--- src/rtl/alu_arbiter.sv ---
// ============================================================================
//  Module      : alu_arbiter (with internal 3-bit ALU)
//  Description : Round-robin arbiter sharing one 3-bit ALU between two
//                requesters; one operation in flight, registered results.
//                Optional saturating overflow counter: ALU_ARB_OVF_COUNT_EN.
//  Revision    : 1.0 - initial release
// ============================================================================
`default_nettype none

// Op select: Sel[2]=0 arithmetic {00 A+B, 01 A-B, 10 A+1, 11 A-1},
//            Sel[2]=1 logic      {00 A&B, 01 A|B, 10 A^B, 11 ~A}.
module ALU (
  input  logic [2:0] A,
  input  logic [2:0] B,
  input  logic [2:0] Sel,
  output logic [2:0] Out,
  output logic       Zero,
  output logic       C_Out,
  output logic       Overflow,
  output logic       Negative
);

  logic [2:0] w_op_b;
  logic       w_cin;
  logic [3:0] w_sum;

  // All arithmetic ops share one adder: A + op_b + cin.
  always_comb begin
    w_op_b = B;
    w_cin  = 1'b0;
    case (Sel[1:0])
      2'b00:   begin w_op_b = B;      w_cin = 1'b0; end
      2'b01:   begin w_op_b = ~B;     w_cin = 1'b1; end
      2'b10:   begin w_op_b = 3'b000; w_cin = 1'b1; end
      default: begin w_op_b = 3'b111; w_cin = 1'b0; end
    endcase
  end

  assign w_sum = {1'b0, A} + {1'b0, w_op_b} + {3'b000, w_cin};

  always_comb begin
    Out      = w_sum[2:0];
    C_Out    = 1'b0;
    Overflow = 1'b0;
    if (!Sel[2]) begin
      Out      = w_sum[2:0];
      C_Out    = w_sum[3];
      Overflow = (A[2] == w_op_b[2]) && (w_sum[2] != A[2]);
    end else begin
      case (Sel[1:0])
        2'b00:   Out = A & B;
        2'b01:   Out = A | B;
        2'b10:   Out = A ^ B;
        default: Out = ~A;
      endcase
    end
  end

  assign Zero     = (Out == 3'b000);
  assign Negative = Out[2];

endmodule

module alu_arbiter #(
  parameter int WIDTH      = 3,
  parameter int SEL_W      = 3,
  parameter int FIRST_PRIO = 0
) (
  input  logic             clk,
  input  logic             rst,
  input  logic             req0,
  input  logic [WIDTH-1:0] a0,
  input  logic [WIDTH-1:0] b0,
  input  logic [SEL_W-1:0] s0,
  input  logic             req1,
  input  logic [WIDTH-1:0] a1,
  input  logic [WIDTH-1:0] b1,
  input  logic [SEL_W-1:0] s1,
  output logic             gnt0,
  output logic             gnt1,
  output logic             done0,
  output logic             done1,
  output logic [WIDTH-1:0] result,
  output logic             zero,
  output logic             c_out,
  output logic             overflow,
  output logic             negative,
  output logic             busy
`ifdef ALU_ARB_OVF_COUNT_EN
  ,
  output logic [7:0]       ovf_count
`endif
);

  generate
    if (WIDTH != 3 || SEL_W != 3) begin : g_width_check
      $error("alu_arbiter: WIDTH and SEL_W are fixed to 3");
    end
    if (FIRST_PRIO != 0 && FIRST_PRIO != 1) begin : g_prio_check
      $error("alu_arbiter: FIRST_PRIO must be 0 or 1");
    end
  endgenerate

  localparam logic c_first_prio = (FIRST_PRIO != 0);

  typedef enum logic [1:0] {
    ST_IDLE = 2'd0,
    ST_EXEC = 2'd1,
    ST_RESP = 2'd2
  } state_t;

  state_t           r_state;
  state_t           w_next_state;
  logic             w_launch;
  logic             w_capture;
  logic             w_pick;

  logic [WIDTH-1:0] r_a;
  logic [WIDTH-1:0] r_b;
  logic [SEL_W-1:0] r_s;
  logic             r_winner;
  logic             r_last_served;

  logic             r_gnt0;
  logic             r_gnt1;
  logic             r_done0;
  logic             r_done1;
  logic [WIDTH-1:0] r_result;
  logic             r_zero;
  logic             r_c_out;
  logic             r_overflow;
  logic             r_negative;

  logic [2:0]       w_alu_out;
  logic             w_alu_zero;
  logic             w_alu_c_out;
  logic             w_alu_ovf;
  logic             w_alu_neg;

  // ALU only ever sees the latched operands, never the live request inputs.
  ALU u_alu (
    .A        (r_a),
    .B        (r_b),
    .Sel      (r_s),
    .Out      (w_alu_out),
    .Zero     (w_alu_zero),
    .C_Out    (w_alu_c_out),
    .Overflow (w_alu_ovf),
    .Negative (w_alu_neg)
  );

  always_ff @(posedge clk) begin
    if (rst) r_state <= ST_IDLE;
    else     r_state <= w_next_state;
  end

  always_comb begin
    w_next_state = r_state;
    w_launch     = 1'b0;
    w_capture    = 1'b0;
    w_pick       = r_winner;
    case (r_state)
      ST_IDLE: begin
        if (req0 || req1) begin
          w_launch     = 1'b1;
          w_next_state = ST_EXEC;
          // Under contention the requester not served last time wins.
          if (req0 && req1) w_pick = ~r_last_served;
          else              w_pick = req1;
        end
      end
      ST_EXEC: begin
        w_capture    = 1'b1;
        w_next_state = ST_RESP;
      end
      ST_RESP: w_next_state = ST_IDLE;
      default: w_next_state = ST_IDLE;
    endcase
  end

  always_ff @(posedge clk) begin
    if (rst) begin
      r_a           <= '0;
      r_b           <= '0;
      r_s           <= '0;
      r_winner      <= 1'b0;
      r_last_served <= ~c_first_prio;
      r_gnt0        <= 1'b0;
      r_gnt1        <= 1'b0;
      r_done0       <= 1'b0;
      r_done1       <= 1'b0;
      r_result      <= '0;
      r_zero        <= 1'b0;
      r_c_out       <= 1'b0;
      r_overflow    <= 1'b0;
      r_negative    <= 1'b0;
    end else begin
      r_gnt0  <= w_launch & ~w_pick;
      r_gnt1  <= w_launch &  w_pick;
      r_done0 <= w_capture & ~r_winner;
      r_done1 <= w_capture &  r_winner;
      if (w_launch) begin
        r_winner <= w_pick;
        r_a      <= w_pick ? a1 : a0;
        r_b      <= w_pick ? b1 : b0;
        r_s      <= w_pick ? s1 : s0;
      end
      if (w_capture) begin
        r_last_served <= r_winner;
        r_result      <= w_alu_out;
        r_zero        <= w_alu_zero;
        r_c_out       <= w_alu_c_out;
        r_overflow    <= w_alu_ovf;
        r_negative    <= w_alu_neg;
      end
    end
  end

`ifdef ALU_ARB_OVF_COUNT_EN
  logic [7:0] r_ovf_count;

  always_ff @(posedge clk) begin
    if (rst)
      r_ovf_count <= 8'd0;
    else if (w_capture && w_alu_ovf && (r_ovf_count != 8'hFF))
      r_ovf_count <= r_ovf_count + 8'd1;
  end

  assign ovf_count = r_ovf_count;
`endif

  assign gnt0     = r_gnt0;
  assign gnt1     = r_gnt1;
  assign done0    = r_done0;
  assign done1    = r_done1;
  assign result   = r_result;
  assign zero     = r_zero;
  assign c_out    = r_c_out;
  assign overflow = r_overflow;
  assign negative = r_negative;
  assign busy     = (r_state != ST_IDLE);

endmodule

`default_nettype wire
--- config.mk ---
export PLATFORM = sky130hd
export DESIGN_NAME = alu_arbiter
export DESIGN_NICKNAME = d
export VERILOG_FILES = /design/src/rtl/alu_arbiter.sv
export SDC_FILE = /design/constraint.sdc
export NUM_CORES = 1
export LEC_CHECK = 0
export ABC_AREA = 0
export BUFFER_PORTS_ARGS = -buffer_cell sky130_fd_sc_hd__buf_2
export CAP_MARGIN = 5
export CORE_MARGIN = 2
export CORE_UTILIZATION = 35
export CTS_CLUSTER_SIZE = 8
export DETAILED_ROUTE_END_ITERATION = 10
export SYNTH_ARGS = -nofsm -noshare
export SYNTH_HDL_FRONTEND = slang
export SYNTH_SLANG_ARGS = --single-unit
--- constraint.sdc ---
create_clock -name clk -period 2.7 [get_ports clk]
set_input_delay 0.27 -clock clk [delete_from_list [all_inputs] [get_ports clk]]
set_output_delay 0.27 -clock clk [all_outputs]
set_load 0.03 [all_outputs]
==> impl_metrics.tcl, run 1 <==
set metrics [dict create \
    ios 34 \
    ir_worst_vdd_mv 0.3177 \
    postCtsHoldBufs 0 \
    synth_area_leaders "dfxtp_1 37%, ha_1 12%, a222oi_1 7.3%" \
    max_slew_margin 0.5281 \
    postLayoutCellArea_um2 1434 \
    hold_path_depth 3 \
    gp_congestion 0.7395 \
    cp.required_ns 2.95 \
    r2r-start "r_s[1]" \
    cp_num_buf_inv 2 \
    slew_violations 0 \
    crit_family "adder cells" \
    setup_tns_ns 0 \
    die_w_um 63.46 \
    track_usage 0.1393 \
    insertion_delay_ns 0.31 \
    globalRouteOverflowTotal 0 \
    holdWs_ns 0.1932 \
    cts-buffers-inserted 3 \
    syn2layout_area_growth_pct 15.87 \
    netlist_instances 140 \
    critPathKind "reg -> reg" \
    cts_setup_buffers 0 \
    fmax_mhz 406.7 \
    clock_skew_ns 0.003811 \
    reg2reg_to "zero" \
    synth_seq_cells 23 \
    fin_crit_ns 2.459 \
    synth_warnings 0 \
    antenna_cells 0 \
    ff2ff_setup_slack_ns 0.24 \
    root_buffer "clkbuf_4" \
    die_y_um 63.46 \
    drt-vias-per-instance 5.009 \
    min_from "b1[2]" \
    dp_hpwl_mm 2.127 \
    cp_slowest_cell "dfxtp_1" \
    hold_violations 0 \
    clkTransAtPathRegs_ns 0.13 \
    port_buffers 33 \
    period_share 0.9106 \
    synth_top_area_frac 0.3721 \
    antenna_found_initial 0 \
    rows 21 \
    startpoint_type "flop" \
    max_cap_viol_count 0 \
    drive_gt1_frac 0.2440 \
    htree_levels 1 \
    async_reset_ff_frac 0 \
    numClockSinks 23 \
    dr.pass1.iters 5 \
    totalWireLength_mm 2.623 \
    yosys.area.top_type "dfxtp_1" \
    grt_pass1_vias 982 \
    postPlaceCellArea_um2 1401 \
    synth_flop_cell "dfxtp_1" \
    hold_class "in -> reg" \
    coreArea_um2 3363 \
    syn_avg_cell_area_um2 8.839 \
    min_to "r_b[2]" \
    p_per_area_nw_per_um2 547.3 \
    ys_seq_area_frac 0.3721 \
    max_stage_delay_ns 0.41 \
    synth_edf_count 0 \
    grt_max_degree 24 \
    crit_chain "inv_1 -> ha_1 -> nor2b_1 -> a211oi_2 -> fa_1 -> inv_1 -> fa_1 -> xnor2_1 -> o21ai_1 -> a31oi_1 -> a32oi_1 -> nor2_1" \
    leakagePower_nw 0.6838 \
    syn-num-nets 176 \
    ant_nets 0 \
    dieArea_um2 4027 \
    initial_utilization 0.3679 \
    critPathArrivalTime_ns 2.71 \
    cts_tree "built" \
    critPathCaptureType "flop" \
    drt_iter0_markers 87 \
    grt_pass1_wl_mm 4.533 \
    cp_max_fo 6 \
    drc 0 \
    synthesis.area_um2 1237 \
    worst_pin_slew_ns 0.7052 \
    nNetsFinal 205 \
    setup_viol 0 \
    cts_max_path_buffers 2 \
    ff2ff_path_depth 12 \
    outcome "completed" \
    synth_cell_type_count 30 \
    route.detailed.wl_per_inst_um 12.26 \
    vias 1072 \
]
==> area by class of cell <==
| type | count | area [um2] |
|---|---|---|
| Fill cell | 374 | 1929 |
| Multi-Input combinational cell | 95 | 674.4 |
| Sequential cell | 23 | 460.4 |
| Timing Repair Buffer | 33 | 165.2 |
| Tap cell | 46 | 57.56 |
| Inverter | 13 | 48.80 |
| Clock buffer | 3 | 22.52 |
| Clock inverter | 1 | 5.005 |
==> layer usage <==
layer / track usage / wire length, um
met1: 0.1827 / 1155
met2: 0.2184 / 1260
met3: 0.05000 / 185
met4: 0.03261 / 21
met5: 0 / 0
==> worst max path at each step <==
stage / startpoint / to / depth (start not counted)
after floorplan: r_s[1] / zero / 12
after global placement: r_s[1] / zero / 12
after detailed placement: r_s[1] / zero / 12
after CTS: r_s[1] / zero / 12
after global routing: r_s[1] / zero / 12
final: r_s[1] / zero / 12
==> synthesized netlist by cell type, types with 4 or more instances <==
cell	n
a211oi_1	4
a21oi_1	6
a222oi_1	9
dfxtp_1	23
ha_1	12
inv_1	13
nand2_1	10
nand2b_1	4
nor2_1	18
nor2b_1	6
==> worst reg2reg max path, cell delays in order (launching register included) <==
cell and delay (ns):
dfxtp_1 0.41, inv_1 0.08, ha_1 0.23, nor2b_1 0.15, a211oi_2 0.19, fa_1 0.20, inv_1 0.06, fa_1 0.41
xnor2_1 0.17, o21ai_1 0.07, a31oi_1 0.21, a32oi_1 0.12, nor2_1 0.09
==> cells in the final DEF, fill, tap and decap left out, drive strengths merged, types with 2 or more instances in the layout <==
master and n:
xnor2 2, a211o 2, o21ai 3, a222oi 9, a31oi 3, fa 2, nand2b 4, nand3 3
nor2 19, clkbuf 3, buf 33, nor3 3, nand2 10, ha 12, nor2b 6, inv 13
a211oi 4, a21oi 6, dfxtp 23
==> registers in the layout (all words and copies together) (netlist names) <==
register	flops
r_a	3
r_b	3
r_s	3
result	3
r_state	2
c_out	1
done0	1
done1	1
gnt0	1
gnt1	1
overflow	1
r_last_served	1
r_winner	1
zero	1
==> through the flow <==
stage	util	cells	worst slack (ns)	total power, mW
2_1_floorplan	-	140	0.3842	0.5804
3_3_place_gp	0.4167	210	0.2804	0.6292
5_1_grt	0.4263	214	-0.01252	0.8507
3_5_place_dp	0.4167	210	0.1651	0.6367
4_1_cts	0.4249	214	0.1380	0.7964
6_report	0.4263	214	0.2413	0.7848
==> kinds of logic (layout without fill, tap and decap cells) <==
logic type      count (synthesis)  after routing  synth area share
compound gates                 29             29            0.1790
simple gates                   50             50            0.1941
flops                          23             23            0.3721
xor+xnor                        2              2           0.01416
fa+ha+maj                      14             14            0.1537
buf+inv                        22             50           0.08695
==> repair_timing <==
action / 4_1_cts / 5_1_grt
endpoints found under the setup margin: 0 / 1
resized for setup: 0 / 1
hold endpoints to repair: 0 / 0
==> power by group <==
part / internal, mW / switching [mW] / total (mW) / leakage [nW]
logic: 0.0966 / 0.135 / 0.232 / 0.477
clock network: 0.0553 / 0.102 / 0.157 / 0.0177
registers: 0.368 / 0.0281 / 0.396 / 0.189
total: 0.520 / 0.265 / 0.785 / 0.684
Note: power is estimated with default switching activity, not from simulation.
==> run 2: changes to the inputs <==
- SYNTH_HIERARCHICAL: default -> 1
- TNS_END_PERCENT: default -> 30
==> run 2 against run 1 <==
  * Core utilization down 0.23 points
  * Flip-flop and latch count rose by 1
  * Synthesized cell count up 23%
  * Critical path depth did not move
  * Critical endpoint unchanged
  * Highest routed layer unchanged
  * Power increased by 38%
==> impl_metrics.tcl, run 2 <==
set metrics [dict create \
    holdWs_ns 0.2754 \
    synthAdderAreaFrac 0.1325 \
    max_cap_viol_count 0 \
    hold_class "in -> reg" \
    critPathCaptureType "flop" \
    yosysMostFrequentCell "dfxtp_1" \
    p_per_area_nw_per_um2 641.4 \
    ant_nets 0 \
    yosys.area.top_type "dfxtp_1" \
    dp_hpwl_mm 2.243 \
    totalWireLength_mm 3.035 \
    antenna_found_initial 0 \
    fmax_mhz 405.4 \
    leakagePower_nw 0.7357 \
    rows 23 \
    power_mw 1.080 \
    synth_top_family_by_area "compound AO/OA/AOI/OAI gates" \
    regArea_um2 483.0 \
    ys_top_cells_by_count "24 x dfxtp_1, 22 x a21oi_1, 20 x nand2_1" \
    reg2reg_to "zero" \
    synth_top_area_frac 0.3348 \
    hold_path_depth 3 \
    period_share 0.9137 \
    root_buffer "clkbuf_8" \
    ios 34 \
    hold_violations 0 \
    track_usage 0.1441 \
    drive_gt1_frac 0.2690 \
    route.detailed.wl_per_inst_um 12.29 \
    max_stage_delay_ns 0.43 \
    rsz0062_at_grt "false" \
    synth_warnings 6 \
    synth_flop_cell "dfxtp_1" \
    cts_tree "built" \
    setup_viol 0 \
    cp_max_fo 6 \
    insertion_delay_ns 0.26 \
    critPathArrivalTime_ns 2.67 \
    multi_input_area_um2 853.3 \
    muxShareOfSynthArea 0 \
    clock_skew_ns 0.002447 \
    ff2ff_path_depth 12 \
    ff2ff_setup_slack_ns 0.23 \
    synth-xor-area-share 0.01221 \
    globalRouteOverflowTotal 0 \
    r2r-start "r_s[1]" \
    syn-num-nets 208 \
    vias 1240 \
    antenna_cells 0 \
    startpoint_type "flop" \
    grt_pass1_vias 1175 \
    nNetsFinal 234 \
    initial_utilization 0.3614 \
    drt_iter0_markers 43 \
    drt-vias-per-instance 5.020 \
    gp_congestion 0.7360 \
    most-common-layout-cells "33 x buf_2, 22 x a21oi_1, 22 x dfxtp_1" \
    htree_levels 1 \
    cp.required_ns 2.90 \
    crit_chain "inv_1 -> ha_2 -> nor2b_2 -> a211oi_2 -> fa_1 -> inv_1 -> fa_2 -> o21ai_0 -> a21oi_1 -> nor3_2 -> nand2_1 -> a21oi_1" \
    slew_violations 0 \
    synthSimpleGateAreaFrac 0.2110 \
    die_y_um 68.04 \
    clkTransAtPathRegs_ns 0.08 \
    final_common_cell "buf_2" \
    cp_slowest_cell "fa_2" \
    port_buffers 33 \
    dr.pass1.iters 4 \
    syn_avg_cell_area_um2 8.344 \
    fillerInstances 407 \
    final_util 0.4241 \
    max_slew_margin 0.4762 \
    worst_pin_slew_ns 0.7828 \
    synth_compound_area_frac 0.2302 \
    outcome "completed" \
    async_reset_ff_frac 0 \
    die_w_um 68.04 \
    min_from "s0[0]" \
    coreArea_um2 3971 \
    min_to "r_s[0]" \
    ir_worst_vdd_mv 0.3189 \
    syn2layout_area_growth_pct 17.35 \
    synth_seq_cells 24 \
    ys_seq_area_frac 0.3348 \
    netlist_instances 172 \
    setup_tns_ns 0 \
    critPathKind "reg -> reg" \
    synth_area_leaders "dfxtp_1 33%, ha_1 10%, a21oi_1 7.7%" \
    dp.cells 243 \
    synth_cell_type_count 37 \
    grt_max_degree 24 \
    drc 0 \
    grt_pass1_wl_mm 5.133 \
    synth_edf_count 0 \
    instances_no_fill 247 \
    synthesis.area_um2 1435 \
    dieArea_um2 4629 \
    numClockSinks 24 \
    cts_max_path_buffers 2 \
    fin_crit_ns 2.467 \
    cts-buffers-inserted 3 \
]
## run 2: changes by cell type after synthesis, sizes merged, moves of 2 or more
cell	previous run	this run
a31oi	3	0
buf	6	9
a211oi	4	1
nand3	3	11
nor2	19	5
and2	0	2
a21oi	6	22
inv	13	11
a222oi	9	0
nor2b	6	8
o21ai	3	11
a311oi	0	9
nand2	10	20
## run 2: through the flow
step	setup WS [ns]	area (um2)
finish	0.2331	1684
global route	0.02518	1684
CTS	0.09730	1669
detailed placement	0.1187	1598
global placement	0.2070	1598
floorplan	0.3158	1435
## run 2: worst max path at each step
stage               startpoint         to
floorplan               r_s[1]  result[2]
global placement        r_s[1]       zero
detailed placement      r_s[1]       zero
CTS                     r_s[1]       zero
global route            r_s[1]       zero
finish                  r_s[1]       zero
## run 2: report_power, final
group	internal [mW]	switching [mW]	total, mW	leakage [nW]
clock network	0.198	0.113	0.311	0.0357
registers	0.390	0.0384	0.429	0.198
logic	0.144	0.197	0.341	0.502
## run 2: kinds of logic after synthesis
logic type | after synthesis
adder cells (fa/ha/maj) | 14
buffers and inverters | 24
XOR/XNOR | 2
flip-flops | 24
AND/OR/NAND/NOR | 58
AO/OA/AOI/OAI | 50
## run 2: layer usage
| layer | vias to the layer above | track usage | wire, um |
|---|---|---|---|
| met1 | 559 | 0.1950 | 1488 |
| li1 | 648 | - | - |
| met4 | 0 | 0.04500 | 24 |
| met5 | - | 0 | 0 |
| met3 | 2 | 0.02467 | 141 |
| met2 | 31 | 0.2330 | 1380 |
## run 2: timing repair
| item | in CTS | in global routing |
|---|---|---|
| gates resized for setup | 0 | 6 |
| hold buffers | 0 | 0 |
| setup buffers | 0 | 0 |
| endpoints found under the setup margin | 0 | 3 |
## run 2: final cells by class
class,count,share of cell area
well taps,50,0.03715
flip-flops and latches,24,0.2868
multi-input cells,124,0.5067
repair buffers,34,0.1025
inverters,11,0.02452
clock inverters,1,0.01783
clock buffers,3,0.02452
## run 2: critical path, delay by kind of cell, from the launching register on
family / cells / cell delay, ns
fa+ha+maj: 3 / 1.06
simple gates: 3 / 0.41
compound gates: 4 / 0.40
flops: 1 / 0.34
buf+inv: 2 / 0.18
==> run 3: changes to the inputs <==
- RECOVER_POWER: default -> 25
==> run 3 against run 2 <==
  * Largest power group unchanged
  * Clock power about the same
  * Via count up 0.40%
  * Maximum frequency up 0.35%
  * Wire length up 0.49%
  * Count of clock-buffer cells in the layout unchanged
==> impl_metrics.tcl, run 3 (same netlist as run 2, synthesis figures left out) <==
set metrics [dict create \
    leakagePower_nw 0.7065 \
    antenna_found_initial 0 \
    drt_iter0_markers 42 \
    cp_slowest_cell "fa_1" \
    cts-buffers-inserted 3 \
    rows 23 \
    grt_util_met3 0.02467 \
    crit_path_end "zero" \
    max_stage_delay_ns 0.43 \
    period_share 0.9105 \
    final_common_cell "buf_2" \
    fillerInstances 407 \
    route.detailed.wl_per_inst_um 12.35 \
    grt_pass1_vias 1175 \
    worst_pin_slew_ns 0.8037 \
    critPathLaunch "r_s[1]" \
    critPathArrivalTime_ns 2.66 \
    die_w_um 68.04 \
    port_buffers 33 \
    drive_gt1_frac 0.2335 \
    ant_nets 0 \
    setup_tns_ns 0 \
    dp_hpwl_mm 2.243 \
    final_util 0.4219 \
    fmax_mhz 406.8 \
    track_usage 0.1441 \
    ff2ff_path_depth 12 \
    root_buffer "clkbuf_8" \
    crit_chain "inv_1 -> ha_2 -> nor2b_2 -> a211oi_2 -> fa_1 -> inv_1 -> fa_2 -> o21ai_0 -> a21oi_1 -> nor3_2 -> nand2_1 -> a21oi_1" \
    gp_congestion 0.7360 \
    outcome "completed" \
    fin_crit_ns 2.458 \
    insertion_delay_ns 0.27 \
    max_cap_viol_count 0 \
    max_slew_margin 0.4622 \
    clkTransAtPathRegs_ns 0.09 \
    coreArea_um2 3971 \
    reg2reg_to "zero" \
    grt_busiest_layer "met2" \
    postPlaceCellArea_um2 1598 \
    met2_usage 0.2330 \
    crit_family "adder cells" \
    hold_violations 0 \
    totalWireLength_mm 3.050 \
    clock_skew_ns 0.005558 \
    path_depth 12 \
    cp_max_fo 6 \
    most-common-layout-cells "26 x buf_2, 22 x a21oi_1, 22 x dfxtp_1" \
    postCtsHoldBufs 0 \
    nNetsFinal 234 \
    drc 0 \
    initial_utilization 0.3614 \
    cts_max_path_buffers 2 \
    dr.pass1.iters 4 \
    p_per_area_nw_per_um2 645.0 \
    grtUsageMet1 0.1950 \
    cp.required_ns 2.90 \
    drt-vias-per-instance 5.040 \
    startpoint_type "flop" \
    ios 34 \
    critPathKind "reg -> reg" \
    die_y_um 68.04 \
    numClockSinks 24 \
    ff2ff_setup_slack_ns 0.24 \
    ir_worst_vdd_mv 0.3181 \
    dieArea_um2 4629 \
    htree_levels 1 \
    r2r-start "r_s[1]" \
    critPathCaptureType "flop" \
    cts_tree "built" \
    vias 1245 \
    globalRouteOverflowTotal 0 \
    hold_class "in -> reg" \
    grt_pass1_wl_mm 5.133 \
    rsz0062_at_grt "false" \
    cts_resized 0 \
    antenna_cells 0 \
    slew_violations 0 \
    grt_max_degree 24 \
    syn2layout_area_growth_pct 16.74 \
    cts_setup_buffers 0 \
    cp_num_buf_inv 2 \
    setup_viol 0 \
    postLayoutCellArea_um2 1675 \
]
==> run 3: cell count changes in the layout (fill, tap and decap cells not counted), sizes merged <==
cell / delta
clkbuf: +7
buf: -7
==> run 3: report_power, final <==
part / switching [mW] / total (mW) / internal (mW)
combinational: 0.197 / 0.339 / 0.142
sequential: 0.0388 / 0.429 / 0.390
clock: 0.115 / 0.313 / 0.198
total: 0.350 / 1.08 / 0.730
==> run 3: worst min-delay path: stages <==
cell and delay [ns]:
buf_2 0.11, nand3_1 0.08, nor2_1 0.04
==> run 3: area by class of cell <==
type / instances / area [um2] / area share
clock inverter: 1 / 30.03 / 0.01792
timing repair buffer: 34 / 163.9 / 0.09783
inverter: 11 / 41.29 / 0.02465
sequential: 24 / 483.0 / 0.2883
multi-input combinational: 124 / 853.3 / 0.5093
clock buffer: 3 / 41.29 / 0.02465
tap: 50 / 62.56 / 0.03734
==> run 3: stage by stage <==
stage | setup WS (ns) | total power [mW] | instances | hold WS (ns)
final | 0.2418 | 1.081 | 247 | 0.2743
after global routing | 0.02518 | 1.150 | 247 | 0.2867
after CTS | 0.09730 | 1.085 | 247 | 0.2729
after detailed placement | 0.1187 | 0.7718 | 243 | 0.4452
after global placement | 0.2070 | 0.7661 | 243 | 0.4441
after floorplan | 0.3158 | 0.7053 | 172 | 0.3416
==> run 3: worst min path at each step <==
stage,from,to,slack [ns],depth (start not counted)
detailed placement,negative,negative,0.45,2
global placement,negative,negative,0.44,2
global route,req1,gnt1,0.29,3
CTS,a0[2],r_a[2],0.27,3
floorplan,rst,r_state[0],0.34,1
finish,req1,gnt1,0.27,3
==> run 3: routing by layer <==
| layer | vias up | wire [um] |
|---|---|---|
| met4 | 0 | 22 |
| met5 | - | 0 |
| li1 | 647 | - |
| met2 | 31 | 1336 |
| met1 | 565 | 1556 |
| met3 | 2 | 135 |
